==> config.mk <==
export PLATFORM = sky130hd
export DESIGN_NAME = decoder_round_issuer
export DESIGN_NICKNAME = d
export VERILOG_FILES = /design/src/rtl/decoder_round_issuer.sv
export SDC_FILE = /design/constraint.sdc
export NUM_CORES = 1
export LEC_CHECK = 0
export BUFFER_PORTS_ARGS = -buffer_cell sky130_fd_sc_hd__buf_2
export CORE_MARGIN = 1
export CORE_UTILIZATION = 35
export DETAILED_ROUTE_END_ITERATION = 12
export GPL_ROUTABILITY_DRIVEN = 1
export PLACE_DENSITY = 0.67
export SYNTH_ARGS = -nofsm -noshare
export SYNTH_HDL_FRONTEND = slang
export SYNTH_SLANG_ARGS = --single-unit
==> constraint.sdc <==
create_clock -name clk -period 3.4 [get_ports clk]
set_input_delay 0.17 -clock clk [delete_from_list [all_inputs] [get_ports clk]]
set_output_delay 0.17 -clock clk [all_outputs]
set_load 0.05 [all_outputs]
==> src/rtl/decoder_round_issuer.sv <==
// rtl/decoder_round_issuer.sv - issues one measurement round at a time to the decoder and returns a tagged result record
// Optional statistics block enabled by defining ROUND_LATENCY_STATS_EN.
module decoder_round_issuer #(
    parameter int MEAS_WIDTH              = 64,
    parameter int ITERATION_COUNTER_WIDTH = 8,
    parameter int ROUND_ID_WIDTH          = 8,
    parameter int TIMEOUT_CYCLES          = 100000
) (
    input  logic                               clk,
    input  logic                               reset,
    input  logic                               s_valid,
    output logic                               s_ready,
    input  logic [MEAS_WIDTH-1:0]              s_meas,
    output logic                               new_round_start,
    output logic [MEAS_WIDTH-1:0]              meas_out,
    input  logic                               result_valid,
    input  logic                               deadlock,
    input  logic                               final_cardinality,
    input  logic [ITERATION_COUNTER_WIDTH-1:0] iteration_counter,
    input  logic [31:0]                        cycle_counter,
    output logic                               r_valid,
    input  logic                               r_ready,
    output logic [ROUND_ID_WIDTH-1:0]          r_round_id,
    output logic [1:0]                         r_status,
    output logic                               r_cardinality,
    output logic [ITERATION_COUNTER_WIDTH-1:0] r_iterations,
    output logic [31:0]                        r_cycles,
    output logic                               halted,
    output logic [31:0]                        stat_max_cycles,
    output logic [15:0]                        stat_deadlocks
);

    localparam int TCW = ($clog2(TIMEOUT_CYCLES) > 0) ? $clog2(TIMEOUT_CYCLES) : 1;
    localparam logic [TCW-1:0] TIMEOUT_LAST = TCW'(TIMEOUT_CYCLES - 1);

    localparam logic [1:0] ST_OK       = 2'b00;
    localparam logic [1:0] ST_DEADLOCK = 2'b01;
    localparam logic [1:0] ST_TIMEOUT  = 2'b10;

    typedef enum logic [2:0] {
        S_IDLE,
        S_LOAD,
        S_ARM,
        S_WAIT,
        S_EMIT,
        S_HALT
    } state_t;

    state_t                    state;
    logic [TCW-1:0]            timeout_cnt;
    logic [ROUND_ID_WIDTH-1:0] round_id;
    logic                      wait_hit;
    logic [1:0]                wait_status;
    logic                      emit_fire;

    assign s_ready   = (state == S_IDLE);
    assign emit_fire = (state == S_EMIT) && r_ready;

    // Deadlock outranks a result, and a result outranks the timeout threshold.
    always_comb begin
        wait_hit    = 1'b0;
        wait_status = ST_OK;
        if (deadlock) begin
            wait_hit    = 1'b1;
            wait_status = ST_DEADLOCK;
        end else if (result_valid) begin
            wait_hit    = 1'b1;
            wait_status = ST_OK;
        end else if (timeout_cnt == TIMEOUT_LAST) begin
            wait_hit    = 1'b1;
            wait_status = ST_TIMEOUT;
        end
    end

    always_ff @(posedge clk) begin
        if (reset) begin
            state           <= S_IDLE;
            timeout_cnt     <= '0;
            round_id        <= '0;
            new_round_start <= 1'b0;
            meas_out        <= '0;
            r_valid         <= 1'b0;
            r_round_id      <= '0;
            r_status        <= ST_OK;
            r_cardinality   <= 1'b0;
            r_iterations    <= '0;
            r_cycles        <= '0;
            halted          <= 1'b0;
        end else begin
            case (state)
                S_IDLE: begin
                    if (s_valid) begin
                        meas_out        <= s_meas;
                        new_round_start <= 1'b1;
                        state           <= S_LOAD;
                    end
                end
                S_LOAD: begin
                    new_round_start <= 1'b0;
                    state           <= S_ARM;
                end
                // Blanking cycle: decoder flags still reflect the previous round here.
                S_ARM: begin
                    timeout_cnt <= '0;
                    state       <= S_WAIT;
                end
                S_WAIT: begin
                    if (wait_hit) begin
                        r_valid       <= 1'b1;
                        r_round_id    <= round_id;
                        r_status      <= wait_status;
                        r_cardinality <= final_cardinality;
                        r_iterations  <= iteration_counter;
                        r_cycles      <= cycle_counter;
                        state         <= S_EMIT;
                    end else begin
                        timeout_cnt <= timeout_cnt + 1'b1;
                    end
                end
                S_EMIT: begin
                    if (r_ready) begin
                        r_valid  <= 1'b0;
                        round_id <= round_id + 1'b1;
                        if (r_status == ST_TIMEOUT) begin
                            halted <= 1'b1;
                            state  <= S_HALT;
                        end else begin
                            state <= S_IDLE;
                        end
                    end
                end
                S_HALT: begin
                    state <= S_HALT;
                end
                default: begin
                    state <= S_IDLE;
                end
            endcase
        end
    end

`ifdef ROUND_LATENCY_STATS_EN
    always_ff @(posedge clk) begin
        if (reset) begin
            stat_max_cycles <= '0;
            stat_deadlocks  <= '0;
        end else if (emit_fire) begin
            if ((r_status == ST_OK) && (r_cycles > stat_max_cycles)) begin
                stat_max_cycles <= r_cycles;
            end
            if ((r_status == ST_DEADLOCK) && (stat_deadlocks != 16'hFFFF)) begin
                stat_deadlocks <= stat_deadlocks + 16'd1;
            end
        end
    end
`else
    assign stat_max_cycles = '0;
    assign stat_deadlocks  = '0;
`endif

endmodule
==> qor.txt <==
crit path launch = state[0]
post-synth cell types = 51
GR Overflow Total = 0
CP arrival = 2.66 ns
area leader, netlist = dfxtp_1
FF-to-FF setup slack = 1.08 ns
fin crit share = 68.2%
final setup vio count = 0
Nets = 1171
Avg Vias per Cell = 4.82
slew at the pin closest to its max-slew limit = 0.899 ns
DR DRC count = 0
num ports = 278
Die W = 134 um
PwrDens = 649 mW/mm^2
FF-to-FF End = meas_out[2]
GRT Total Usage = 19.9%
CP endpoint = meas_out[2]
Placeable Area = 0.0168 mm^2
CP Capture Type = flip-flop
Placed Instances = 1157
Post-Synth XOR/XNOR Area = 1.15%
Yosys Warn Count = 0
Clock Pin Slew Worst Setup and Hold Paths = 0.07 ns
fillcell total = 1534
top cells by area, synth = dfxtp_1 48%, a21oi_1 10%, nand2_1 9.0%
largest family of logic cells by synthesized area = simple AND/OR/NAND/NOR gates
die area = 0.0180 mm^2
Synth Area in Simple Gates = 20.7%
fin area = 0.00883 mm^2
DP HPWL = 11.0 mm
RSZ-0062 raised after global routing = false
worst IR drop on VDD = 0.354 mV
Hold WC Path Type = primary input to flip-flop
sequential share of the synthesized area = 47.9%
Critical Path Source Type = flip-flop
CTS Root Cell = clkbuf_16
initial antenna violation count = 0
total of max-cap violations = 0
Post-Route WL = 18.2 mm
Post-DP Area = 0.00716 mm^2
Critical Path RT = 3.74 ns
H-tree Lvls = 4
Clock Sink Count = 146
r2r startpoint = state[0]
R2R cell count = 5
CTS tree = done
Post-Layout Cell Count = 1291
Yosys reg bits = 146
clk_skew = 0.0114 ns
ANT nets after route = 0
Inserted Diodes = 0
leakage power = 3.83 nW
mux cell area share after synthesis = 0.164%
Slew Viols, Final = 0
Synth Cell Area = 0.00610 mm^2
final-report hold violation count = 0
Starting DRT DRC Count = 320
share of cells above drive strength 1 = 26.5%
Sum Neg Setup Slack = 0 ns
largest net degree at the start of global routing = 69
area delta synth->final = 44.7%
I/O Buffers = 229
top cell type's share of synthesized area = 47.9%
detailed-route via count = 6226
Die Ht = 134 um
gpl congestion = 0.829
status = finished clean
Crit Path Category = flip-flop to flip-flop
Inserted Clock Buffers = 17
Initial Util = 36.3%
Max Fclk = 0.431 GHz
Adder-Cell Fraction of Synth Area = 0.410%
CP max FO = 34
Max-slew headroom = 39.9%
vias in the first global route = 5914
syn avg cell area = 8.09 um^2
CTS Buffer Depth = 2
router iterations before antenna repair = 4
FP Rows = 47
Skew-Pair Late Insertion Delay = 0.42 ns
DR WL/cell = 14.1 um
first-pass GRT wire length = 28.7 mm
post-synthesis cell count = 754
Compound-Gate Fraction of Synth Area = 18.8%
post-layout min period = 2.32 ns
## flip-flops by register name, summed over array words and instances, names as in the netlist
signal	count
round_id	8
r_valid	1
r_round_id	8
halted	1
meas_out	64
r_cycles	32
state	3
r_status	2
new_round_start	1
timeout_cnt	17
r_iterations	8
r_cardinality	1
## critical path: stages, from the launching register on
cell and delay (ns):
dfxtp_1 0.50, nor3_1 0.43, and2_2 0.62, buf_4 0.38, nand2_1 0.13, a21oi_1 0.16
## cells by family after synthesis
family,Yosys count
and+or+nand+nor,273
other,1
xor gates and xnor gates,8
adders and majority gates,2
buffers and inverters,110
AOI/OAI and AO/OA,213
muxes,1
DFF,146
## per-stage QoR
step	setup WS, ns	total power, mW	hold slack, ns	utilization [%]
after CTS	1.13	5.77	0.00305	52.5
final	1.08	5.73	0.0226	52.5
after global placement	1.15	3.60	0.411	42.6
after detailed placement	1.15	3.62	0.416	42.6
after global routing	0.879	6.00	0.000344	52.5
after floorplan	0.788	3.30	0.306	-
## how the worst min path moves through the flow
stage                from           end  slack, ns  cells after the start
2_1_floorplan   s_meas[0]   meas_out[0]       0.31                      2
3_3_place_gp    s_meas[6]   meas_out[6]       0.41                      3
3_5_place_dp   s_meas[13]  meas_out[13]       0.42                      3
4_1_cts        s_meas[54]  meas_out[54]      0.003                      3
5_1_grt        s_meas[24]  meas_out[24]     0.0003                      3
6_report       s_meas[24]  meas_out[24]       0.02                      3
## report_power, final
part           internal [mW]  leakage (nW)  switching, mW
registers               1.89          1.19          0.112
clock network           1.28         0.316          0.762
logic                  0.422          2.33           1.26
total                   3.59          3.83           2.13
## metal layers
metal / part of all wire (%) / track usage [%] / vias to the layer above
li1: - / - / 3097
met1: 42 / 23.0 / 2860
met2: 48 / 34.1 / 230
met3: 7.1 / 5.63 / 39
met4: 2.6 / 9.11 / 0
met5: 0 / 0 / -
## cell usage after synthesis (all sizes together)
| library cell | number |
|---|---|
| nor2b | 3 |
| nand2b | 1 |
| nor3 | 2 |
| o311a | 1 |
| nand4b | 1 |
| a21oi | 128 |
| o211ai | 4 |
| a32o | 1 |
| o22ai | 1 |
| xnor2 | 3 |
| mux2i | 1 |
| and3b | 1 |
| ha | 2 |
| nand3b | 1 |
| nand2 | 147 |
| nor2 | 19 |
| nand3 | 62 |
| nand4 | 5 |
| clkbuf | 39 |
| a31oi | 11 |
| buf | 67 |
| nor4bb | 1 |
| or2 | 2 |
| and4bb | 1 |
| nor4 | 1 |
| and2 | 4 |
| inv | 4 |
| and3 | 4 |
| or3 | 7 |
| or4 | 3 |
| conb | 1 |
| a22oi | 1 |
| o21a | 3 |
| a211oi | 4 |
| dfxtp | 146 |
| and4 | 5 |
| nor3b | 2 |
| xor2 | 5 |
| nor4b | 1 |
| o21ai | 58 |
| a21o | 1 |
## cell usage in the layout (no fill, tap or decap), types with 2 or more instances in the layout
master,Yosys,final
a31oi_1,11,11
clkbuf_8,0,2
a21oi_1,127,127
and3_1,3,3
nand3_1,62,62
buf_4,49,14
inv_1,3,3
clkinv_4,0,3
ha_1,2,2
and2_1,4,3
o21ai_1,9,9
nor3b_1,2,2
or4_1,3,3
bufinv_16,0,4
o211ai_1,4,4
or3_1,7,7
nor2b_1,3,3
xnor2_1,3,3
o21a_1,3,3
nor3_1,2,2
nor2_1,19,19
inv_6,0,5
nand2_1,147,146
nand4_1,4,4
a211oi_1,4,4
buf_2,10,228
xor2_1,5,5
dlygate4sd3_1,0,102
conb_1,1,48
and4_1,5,5
o21ai_0,48,48
dfxtp_1,146,146
clkbuf_16,0,17
## layout make-up
cell class	count	area [um^2]	share of cell area [%]
clock buffers	19	453	5.13
inverters	4	15.0	0.170
well taps	220	275	3.12
multi-input cells	545	2700	30.6
repair buffers	344	2270	25.7
flip-flops and latches	146	2920	33.1
clock inverters	13	198	2.24
## repair_timing
action | in CTS | in global routing
setup buffers | 0 | 0
hold buffers | 102 | 0
resized for setup | 0 | 0
hold endpoints to repair | 102 | 0
Note: power is estimated with default switching activity, not from simulation.
